### config.mk
export PLATFORM = sky130hd
export DESIGN_NAME = div_radix4_param
export DESIGN_NICKNAME = d
export VERILOG_FILES = /design/src/rtl/div_radix4_param.sv
export SDC_FILE = /design/constraint.sdc
export NUM_CORES = 1
export LEC_CHECK = 0
export ABC_AREA = 1
export BUFFER_PORTS_ARGS = -buffer_cell sky130_fd_sc_hd__buf_4
export CAP_MARGIN = 20
export CELL_PAD_IN_SITES_DETAIL_PLACEMENT = 0
export CELL_PAD_IN_SITES_GLOBAL_PLACEMENT = 1
export CORE_MARGIN = 2
export CORE_UTILIZATION = 39
export DETAILED_ROUTE_END_ITERATION = 7
export PLACE_DENSITY = 0.79
export REMOVE_ABC_BUFFERS = 1
export SLEW_MARGIN = 10
export SYNTH_ARGS = -nofsm -noshare
export SYNTH_HDL_FRONTEND = slang
export SYNTH_SLANG_ARGS = --single-unit
export TNS_END_PERCENT = 5
### constraint.sdc
create_clock -name clk -period 2.6 [get_ports clk]
set_input_delay 0.26 -clock clk [delete_from_list [all_inputs] [get_ports clk]]
set_output_delay 0.26 -clock clk [all_outputs]
set_load 0.02 [all_outputs]
### src/rtl/div_radix4_param.sv
// Radix-4 multi-cycle integer divider for the EX stage (DIV/DIVU).
// Retires two quotient bits per cycle and returns {remainder, quotient}.
//
// Ports:
//   clk, rst      clock, synchronous active-high reset
//   start_i       level request (1 = start/hold, 0 = release)
//   signed_div_i  1 = signed DIV, 0 = DIVU; sampled with start
//   annul_i       flush; aborts any in-flight operation
//   opdata1_i     dividend
//   opdata2_i     divisor
//   result_o      {remainder, quotient}, valid while ready_o
//   ready_o       result valid
//   busy_o        operation in flight
//   div_zero_o    divisor was zero; valid while ready_o
//
// Optional macro DIV_EARLY_SKIP_EN: skip leading zero bit pairs of the
// dividend so small dividends finish in fewer iterations.
module div_radix4_param #(
    parameter int DATA_W = 32
) (
    input  logic                clk,
    input  logic                rst,
    input  logic                start_i,
    input  logic                signed_div_i,
    input  logic                annul_i,
    input  logic [DATA_W-1:0]   opdata1_i,
    input  logic [DATA_W-1:0]   opdata2_i,
    output logic [2*DATA_W-1:0] result_o,
    output logic                ready_o,
    output logic                busy_o,
    output logic                div_zero_o
);

    localparam int HW = DATA_W / 2;
    localparam int CW = $clog2(HW + 1);
    localparam int PW = DATA_W + 2;

    typedef enum logic [2:0] {
        S_IDLE, S_ZERO, S_ON, S_FIX, S_END
    } state_t;

    state_t state_q, state_d;

    logic [CW-1:0]     cnt_q;
    logic [PW-1:0]     pr_q;
    logic [DATA_W-1:0] dvd_q;
    logic [DATA_W-1:0] quo_q;
    logic [DATA_W-1:0] dsr_q;
    logic              sgn_q, s1_q, s2_q, dz_q;

    logic [DATA_W-1:0] abs1, abs2, dvd_init;
    logic [CW-1:0]     iter_init;
    logic [PW-1:0]     t, d1, d2, d3, pr_next;
    logic [PW:0]       r1, r2, r3;
    logic [1:0]        digit;

    // Operand magnitudes; negating MIN yields 2^(DATA_W-1) unsigned.
    always_comb begin
        abs1 = opdata1_i;
        abs2 = opdata2_i;
        if (signed_div_i && opdata1_i[DATA_W-1])
            abs1 = -opdata1_i;
        if (signed_div_i && opdata2_i[DATA_W-1])
            abs2 = -opdata2_i;
    end

`ifdef DIV_EARLY_SKIP_EN
    logic [CW-1:0] lzp;
    logic          found;

    always_comb begin
        lzp   = CW'(HW);
        found = 1'b0;
        for (int i = HW - 1; i >= 0; i--) begin
            if (!found && abs1[2*i +: 2] != 2'b00) begin
                lzp   = CW'(HW - 1 - i);
                found = 1'b1;
            end
        end
        dvd_init = abs1 << {lzp, 1'b0};
        if (lzp == CW'(HW))
            iter_init = CW'(1);
        else
            iter_init = CW'(HW) - lzp;
    end
`else
    always_comb begin
        dvd_init  = abs1;
        iter_init = CW'(HW);
    end
`endif

    // One radix-4 step. PR < d always holds, so T fits in PW bits.
    always_comb begin
        t  = {pr_q[PW-3:0], dvd_q[DATA_W-1 -: 2]};
        d1 = {2'b00, dsr_q};
        d2 = d1 << 1;
        d3 = d1 + d2;
        r3 = {1'b0, t} - {1'b0, d3};
        r2 = {1'b0, t} - {1'b0, d2};
        r1 = {1'b0, t} - {1'b0, d1};
        digit   = 2'd0;
        pr_next = t;
        unique case (1'b1)
            !r3[PW]: begin
                digit   = 2'd3;
                pr_next = r3[PW-1:0];
            end
            r3[PW] && !r2[PW]: begin
                digit   = 2'd2;
                pr_next = r2[PW-1:0];
            end
            r2[PW] && !r1[PW]: begin
                digit   = 2'd1;
                pr_next = r1[PW-1:0];
            end
            r1[PW]: begin
                digit   = 2'd0;
                pr_next = t;
            end
        endcase
    end

    always_ff @(posedge clk) begin
        if (rst)
            state_q <= S_IDLE;
        else
            state_q <= state_d;
    end

    always_comb begin
        state_d = state_q;
        unique case (state_q)
            S_IDLE:
                if (start_i)
                    state_d = (opdata2_i == '0) ? S_ZERO : S_ON;
            S_ZERO:
                state_d = S_END;
            S_ON:
                if (cnt_q == CW'(1))
                    state_d = S_FIX;
            S_FIX:
                state_d = S_END;
            S_END:
                if (!start_i)
                    state_d = S_IDLE;
            default:
                state_d = S_IDLE;
        endcase
        if (annul_i)
            state_d = S_IDLE;
    end

    always_comb begin
        ready_o    = (state_q == S_END);
        busy_o     = (state_q == S_ZERO) || (state_q == S_ON) ||
                     (state_q == S_FIX);
        div_zero_o = ready_o && dz_q;
        result_o   = ready_o ? {pr_q[DATA_W-1:0], quo_q} : '0;
    end

    always_ff @(posedge clk) begin
        if (rst || annul_i) begin
            cnt_q <= '0;
            pr_q  <= '0;
            dvd_q <= '0;
            quo_q <= '0;
            dsr_q <= '0;
            sgn_q <= 1'b0;
            s1_q  <= 1'b0;
            s2_q  <= 1'b0;
            dz_q  <= 1'b0;
        end else begin
            unique case (state_q)
                S_IDLE:
                    if (start_i) begin
                        if (opdata2_i == '0) begin
                            pr_q  <= {2'b00, opdata1_i};
                            quo_q <= '1;
                            dz_q  <= 1'b1;
                        end else begin
                            sgn_q <= signed_div_i;
                            s1_q  <= opdata1_i[DATA_W-1];
                            s2_q  <= opdata2_i[DATA_W-1];
                            dsr_q <= abs2;
                            dvd_q <= dvd_init;
                            cnt_q <= iter_init;
                            pr_q  <= '0;
                            quo_q <= '0;
                            dz_q  <= 1'b0;
                        end
                    end
                S_ON: begin
                    pr_q  <= pr_next;
                    quo_q <= {quo_q[DATA_W-3:0], digit};
                    dvd_q <= dvd_q << 2;
                    cnt_q <= cnt_q - CW'(1);
                end
                S_FIX: begin
                    if (sgn_q && (s1_q ^ s2_q))
                        quo_q <= -quo_q;
                    if (sgn_q && s1_q)
                        pr_q <= -pr_q;
                end
                S_END:
                    if (!start_i) begin
                        pr_q  <= '0;
                        quo_q <= '0;
                        dz_q  <= 1'b0;
                    end
                default: ;
            endcase
        end
    end

endmodule

# Word-level counts from Yosys, hierarchy flattened

Cells that the tools add are included.

Bits in writable memories: 0
Latch bits: 0
Input bits: 69
Register bits after elaboration: 142
Word-level logic and storage cells: 88
Memories: 0
ROM bits: 0
Output and inout bits: 67

Shifts and indexed selects: 0
Divide/modulo/power cells: 0
$add $sub $neg: 9
Order comparisons: 0
Reduce and logical (&&, ||, !) cells: 26
Bitwise logic cells: 2
$mul: 0
Muxes and demuxes: 30
Equality and inequality tests: 11

Operators by type and width:

| kind                 | number |
|---|---|
| $mux W32             | 9 |
| $pmux W34 S4         | 2 |
| $pmux W32 S4         | 1 |
| $mux W34             | 3 |
| $neg A32 Y32         | 3 |
| $mux W64             | 1 |
| $pmux W32 S2         | 1 |
| $sub A34 B32 Y35     | 1 |
| $sub A34 B33 Y35     | 1 |
| $sub A34 B34 Y35     | 1 |
| $add A32 B33 Y34     | 1 |
| $neg A34 Y34         | 1 |
| $logic_not A32 Y1    | 1 |
| $pmux W3 S4          | 1 |
| $reduce_and A3 Y1    | 4 |
| $mux W5              | 2 |
| $pmux W5 S2          | 1 |
| $mux W3              | 3 |
| $ne A2 B2 Y1 const B | 4 |
| $pmux W2 S4          | 1 |
| $reduce_and A4 Y1    | 2 |
| $logic_and A1 B1 Y1  | 7 |
| $eq A3 B2 Y1 const B | 2 |
| $eq A5 B1 Y1 const B | 1 |
| other kinds (15)     | 24 |

# Depth between registers and ports, before layout

Word-level depth: 5
Gate-level depth with buffers: 21
Gate-level depth less buffers: 21

# Worst setup path after synthesis

No wires, ideal clock.

Path kind: reg-to-reg
From: register pr_q[6]
To: register pr_q[31]
Library setup time: 56 ps
Arrival time: 2612 ps
Period minus slack after synthesis: 2668 ps
Path slack: -68 ps
Cell stages (with the launch flop): 19
Path through: dfxtp_1 -> fa_1 -> ha_1 -> nand2_1 -> inv_1 -> a21oi_1 -> nand3_2 -> nand2_1 -> nand2_2 -> nand2_2 -> nand2_2 -> nor2_1 -> buf_4 -> nand3_1 -> nand2_1 -> nand3_1 -> nand3_1 -> nand2_1 -> inv_1

Longest elaborated chain between the ends: 5
Elaborated cells between the ends (all ways): 12
Those cells by class: add/sub (4); mux (3); reduce/logical (5)

RTL lines:

| what                                                 | line     | text |
|---|---|---|
| start: declaration                                   | 45       | `logic [PW-1:0] pr_q;` |
| start signal: assignment                             | 178      | `pr_q <= {2'b00, opdata1_i};` |
| start signal: assignment                             | 194      | `pr_q <= pr_next;` |
| start signal: assignment                             | 203      | `pr_q <= -pr_q;` |
| $sub A34 B32 Y35 or $sub A34 B33 Y35 (tied branches) | 101, 100 |  |
| $logic_not A1 Y1 (on tied branches)                  | 113, 109 |  |
| $logic_and A1 B1 Y1 (on tied branches)               | 113, 109 |  |
| $pmux W34 S4                                         | 104      | `unique case (1'b1)` |
| $pmux W34 S4 (*)                                     | 174      | `unique case (state_q)` |

Every way passes the cells marked *; elsewhere a longest branch is shown, timed or not. The select of a mux whose other input is x is not followed.
A chain may end at the register's enable or synchronous reset.

# Worst setup path in the final report

From: register dsr_q[29]
To: register pr_q[31]

Longest elaborated chain between the ends: 5
Elaborated cells between the ends (all ways): 11
Those cells by class: add/sub (4); mux (2); reduce/logical (5)

RTL lines:

| what                                              | line | text |
|---|---|---|
| start: declaration                                | 48   | `logic [DATA_W-1:0] dsr_q;` |
| start signal: assignment                          | 185  | `dsr_q <= abs2;` |
| $add A32 B33 Y34, or another cell as far along    | 98   | `d3 = d1 + d2;` |
| $sub A34 B34 Y35, or another cell as far along    | 99   | `r3 = {1'b0, t} - {1'b0, d3};` |
| $logic_and A1 B1 Y1, or another cell as far along | 109  | `r3[PW] && !r2[PW]: begin` |
| $pmux W34 S4 (*)                                  | 104  |  |
| $pmux W34 S4 (*)                                  | 174  |  |

Every way passes the cells marked *; elsewhere a longest branch is shown, timed or not.

==> results.json <==
{
  "crit_fanout": 15,
  "synth_top_family_by_area": "simple AND/OR/NAND/NOR gates",
  "gr-total-overflow": 0,
  "path_class": "flip-flop to flip-flop",
  "grtUsageMet2_pct": 52.4,
  "firstDrtPassIters": 6,
  "drc": 0,
  "reg2reg_from": "dsr_q[29]",
  "ff_latch_area_sq_mm": 0.00283,
  "fin_ws_ns": -0.237,
  "multiInputGateArea_sq_mm": 0.0128,
  "die_area_sq_mm": 0.0444,
  "io_buffers": 135,
  "skew_ns": 0.0135,
  "drt_iter0_markers": 2089,
  "grt_util_met1_pct": 45.1,
  "hold_path_class": "primary input to flip-flop",
  "critPathCaptureType": "flip-flop",
  "nets": 3484,
  "die_w_um": 211,
  "setup_violations": 34,
  "crit_path_start_kind": "flip-flop",
  "vdd_drop_max_mv": 0.352,
  "cts_tree": "yes",
  "worstSetupStartpoint": "dsr_q[29]",
  "synth_simple_gate_area_share_pct": 33.2,
  "antenna_found_initial": 0,
  "rsz0062_at_grt": "yes",
  "p_leak_nw": 11.0,
  "netlist_instances": 2757,
  "clk_pin_slew_ns": 0.08,
  "grt_usage_pct": 33.0,
  "crit_required_ns": 2.97,
  "clock_latency_ns": 0.46,
  "synth_mux_area_share_pct": 0,
  "core-area_sq_mm": 0.0420,
  "grt_pass1_wl_mm": 113,
  "fmax_mhz": 352,
  "cts_max_path_buffers": 2,
  "fin_setup_tns_ns": -5.65,
  "cts_root_buf": "clkbuf_16",
  "worst_pin_slew_ns": 0.668,
  "yosysTopAreaCellShare_pct": 16.8,
  "synthAdderAreaFrac_pct": 12.0,
  "yosysWarnings": 0,
  "slew_headroom_pct": 55.1,
  "ant_nets": 0,
  "yosysTopAreaCell": "dfxtp_1",
  "synth_edf_count": 0,
  "avgSynthCellArea_sq_um": 6.05,
  "min-delay-start": "start_i",
  "finalHoldViolCount": 0,
  "n_antenna_cell": 0,
  "die_h_um": 211,
  "viasPerCell": 5.45,
  "final_max_slew_viol_count": 0,
  "gp_congestion": 1.02,
  "yosysSeqAreaShare_pct": 16.8,
  "synth_seq_cells": 140,
  "drive_above_1_share_pct": 25.9,
  "vias": 20900,
  "powerDensity_mw_per_mm2": 580,
  "area_growth_pct": 35.9,
  "start_util_pct": 39.7,
  "ys_async_sr_fraction_pct": 0,
  "synth_area_sq_mm": 0.0167,
  "clock-sinks": 140,
  "synth_cell_types": 61,
  "grt_use_met3_pct": 5.68,
  "postCtsHoldBufs": 0,
  "outcome": "complete, but fails checks",
  "routed_wl_mm": 74.2,
  "fin_crit_ns": 2.84,
  "num_io_pins": 136,
  "grt-busiest-layer": "met2",
  "finalPower_mw": 13.2,
  "grt_pass1_vias": 19600,
  "post-route-period-util_pct": 109,
  "synth_compound_area_share_pct": 21.7,
  "post_drt_wl_per_cell_um": 19.4,
  "worst-endpoint-arrival_ns": 3.21,
  "cts-buffers-inserted": 17,
  "synth-xor-area-share_pct": 6.41,
  "cts.htree.levels": 4,
  "fillCellCount": 4392,
  "violations": "setup timing",
  "drv_cap": 0,
  "yosys-top-cells-area": "dfxtp_1 (17%), nand2_1 (14%), nor2_1 (8.2%)",
  "ys.flop_type": "dfxtp_1",
  "post-dp-hpwl_mm": 60.3,
  "placementRows": 75,
  "grt_start_max_net_pins": 92
}
==> metrics by stage <==
stage          std cells  utilization (%)  cell area [sq um]  hold WS (ns)  worst slack [ns]
6_report            3827             53.9              22700        0.0742            -0.237
5_1_grt             3827             53.9              22700        0.0866            -0.427
4_1_cts             3821             53.2              22400        0.0595            -0.171
3_5_place_dp        3789             51.0              21500         0.457            -0.570
3_3_place_gp        3789             51.0              21500         0.448            -0.526
2_1_floorplan       2672                -              16300         0.403             -2.07
==> kinds of logic (layout without fill, tap and decap cells) <==
family	after synthesis	in the layout
flops	140	140
buf+inv	424	955
simple gates	1281	1281
xor+xnor	122	122
compound gates	650	650
fa+ha+maj	140	140
==> layout make-up <==
cell class	instances	area share, %
Clock buffer	17	1.88
Tap cell	539	2.98
Sequential cell	140	12.5
Clock inverter	15	0.591
Multi-Input combinational cell	2193	56.3
Inverter	339	5.64
Timing Repair Buffer	584	20.2
==> cell usage after synthesis, types with 5 or more instances <==
cell        n
a211oi_1   14
a21o_1     19
a21oi_1   268
a221oi_1    8
a31oi_1    35
buf_1      11
buf_2      19
clkbuf_1   48
dfxtp_1   140
fa_1       33
ha_1      107
inv_1     308
inv_2      28
nand2_1   602
nand2_2    11
nand3_1   138
nand3_2     6
nand3b_1   12
nand4_1    34
nor2_1    364
nor2_2     15
nor2_4      7
nor3_1     41
nor4_1     17
o211ai_1    9
o21a_1      8
o21ai_0   173
o21ai_1    51
o21bai_1   12
o221ai_1   11
o22ai_1    24
or2_1       5
or2_2      11
xnor2_1    58
xor2_1     64
==> power by group <==
| group | leakage (nW) | internal [mW] | switching, mW |
|---|---|---|---|
| clock | 0.266 | 1.25 | 1.21 |
| combinational | 9.57 | 3.54 | 4.80 |
| sequential | 1.15 | 2.25 | 0.0965 |
==> flip-flops by register name, summed over array words and instances, names as in the netlist <==
name / count
s2_q: 1
pr_q: 32
state_q: 3
cnt_q: 5
sgn_q: 1
quo_q: 32
s1_q: 1
dsr_q: 32
dz_q: 1
dvd_q: 32
==> timing repair <==
action                     CTS  global route
buffers inserted             0             4
gates cloned                 0             1
resized for setup          101            64
setup endpoints to repair   81            70
pin swaps                   11            18
==> cell usage in the layout (no fill, tap or decap), types with 6 or more instances in the layout <==
| cell type | Yosys | routed |
|---|---|---|
| a211oi_1 | 14 | 14 |
| a21o_1 | 19 | 19 |
| a21oi_1 | 268 | 238 |
| a21oi_2 | 3 | 31 |
| a221oi_1 | 8 | 7 |
| a31oi_1 | 35 | 35 |
| buf_12 | 0 | 12 |
| buf_4 | 3 | 567 |
| clkbuf_16 | 0 | 18 |
| dfxtp_1 | 140 | 119 |
| dfxtp_2 | 0 | 21 |
| fa_1 | 33 | 31 |
| ha_1 | 107 | 89 |
| ha_4 | 0 | 18 |
| inv_1 | 308 | 277 |
| inv_2 | 28 | 57 |
| nand2_1 | 602 | 588 |
| nand2_2 | 11 | 23 |
| nand3_1 | 138 | 136 |
| nand3_2 | 6 | 8 |
| nand3b_1 | 12 | 12 |
| nand4_1 | 34 | 34 |
| nor2_1 | 364 | 353 |
| nor2_2 | 15 | 22 |
| nor2_4 | 7 | 11 |
| nor3_1 | 41 | 36 |
| nor3_2 | 2 | 6 |
| nor4_1 | 17 | 17 |
| o211ai_1 | 9 | 9 |
| o21a_1 | 8 | 8 |
| o21ai_0 | 173 | 162 |
| o21ai_1 | 51 | 60 |
| o21bai_1 | 12 | 12 |
| o221ai_1 | 11 | 11 |
| o22ai_1 | 24 | 22 |
| or2_2 | 11 | 11 |
| xnor2_1 | 58 | 56 |
| xor2_1 | 64 | 64 |
==> worst paths after layout <==
check	end	slack, ns	depth (start not counted)
max reg2reg	pr_q[31]	-0.24	17
min reg2reg	cnt_q[1]	0.46	2
max	pr_q[31]	-0.24	17
min	dz_q	0.07	3
==> critical path, cell delays in order (launching register included) <==
cell and delay (ns):
dfxtp_1 0.34, inv_2 0.06, fa_1 0.45, ha_1 0.29, inv_1 0.07, nor3_4 0.23
and2_4 0.18, and2_1 0.14, nand2_2 0.07, nand2_4 0.10, nand3_4 0.15, inv_4 0.12
buf_12 0.15, nand3_1 0.11, nand3_1 0.10, nand3_1 0.07, nand2_1 0.06, inv_1 0.03
==> layer usage <==
metal | routed length [um] | vias to the layer above
li1 | - | 10200
met1 | 32800 | 9585
met2 | 32400 | 923
met3 | 6040 | 135
met4 | 2890 | 0
met5 | 0 | -
Note: power is estimated with default switching activity, not from simulation.
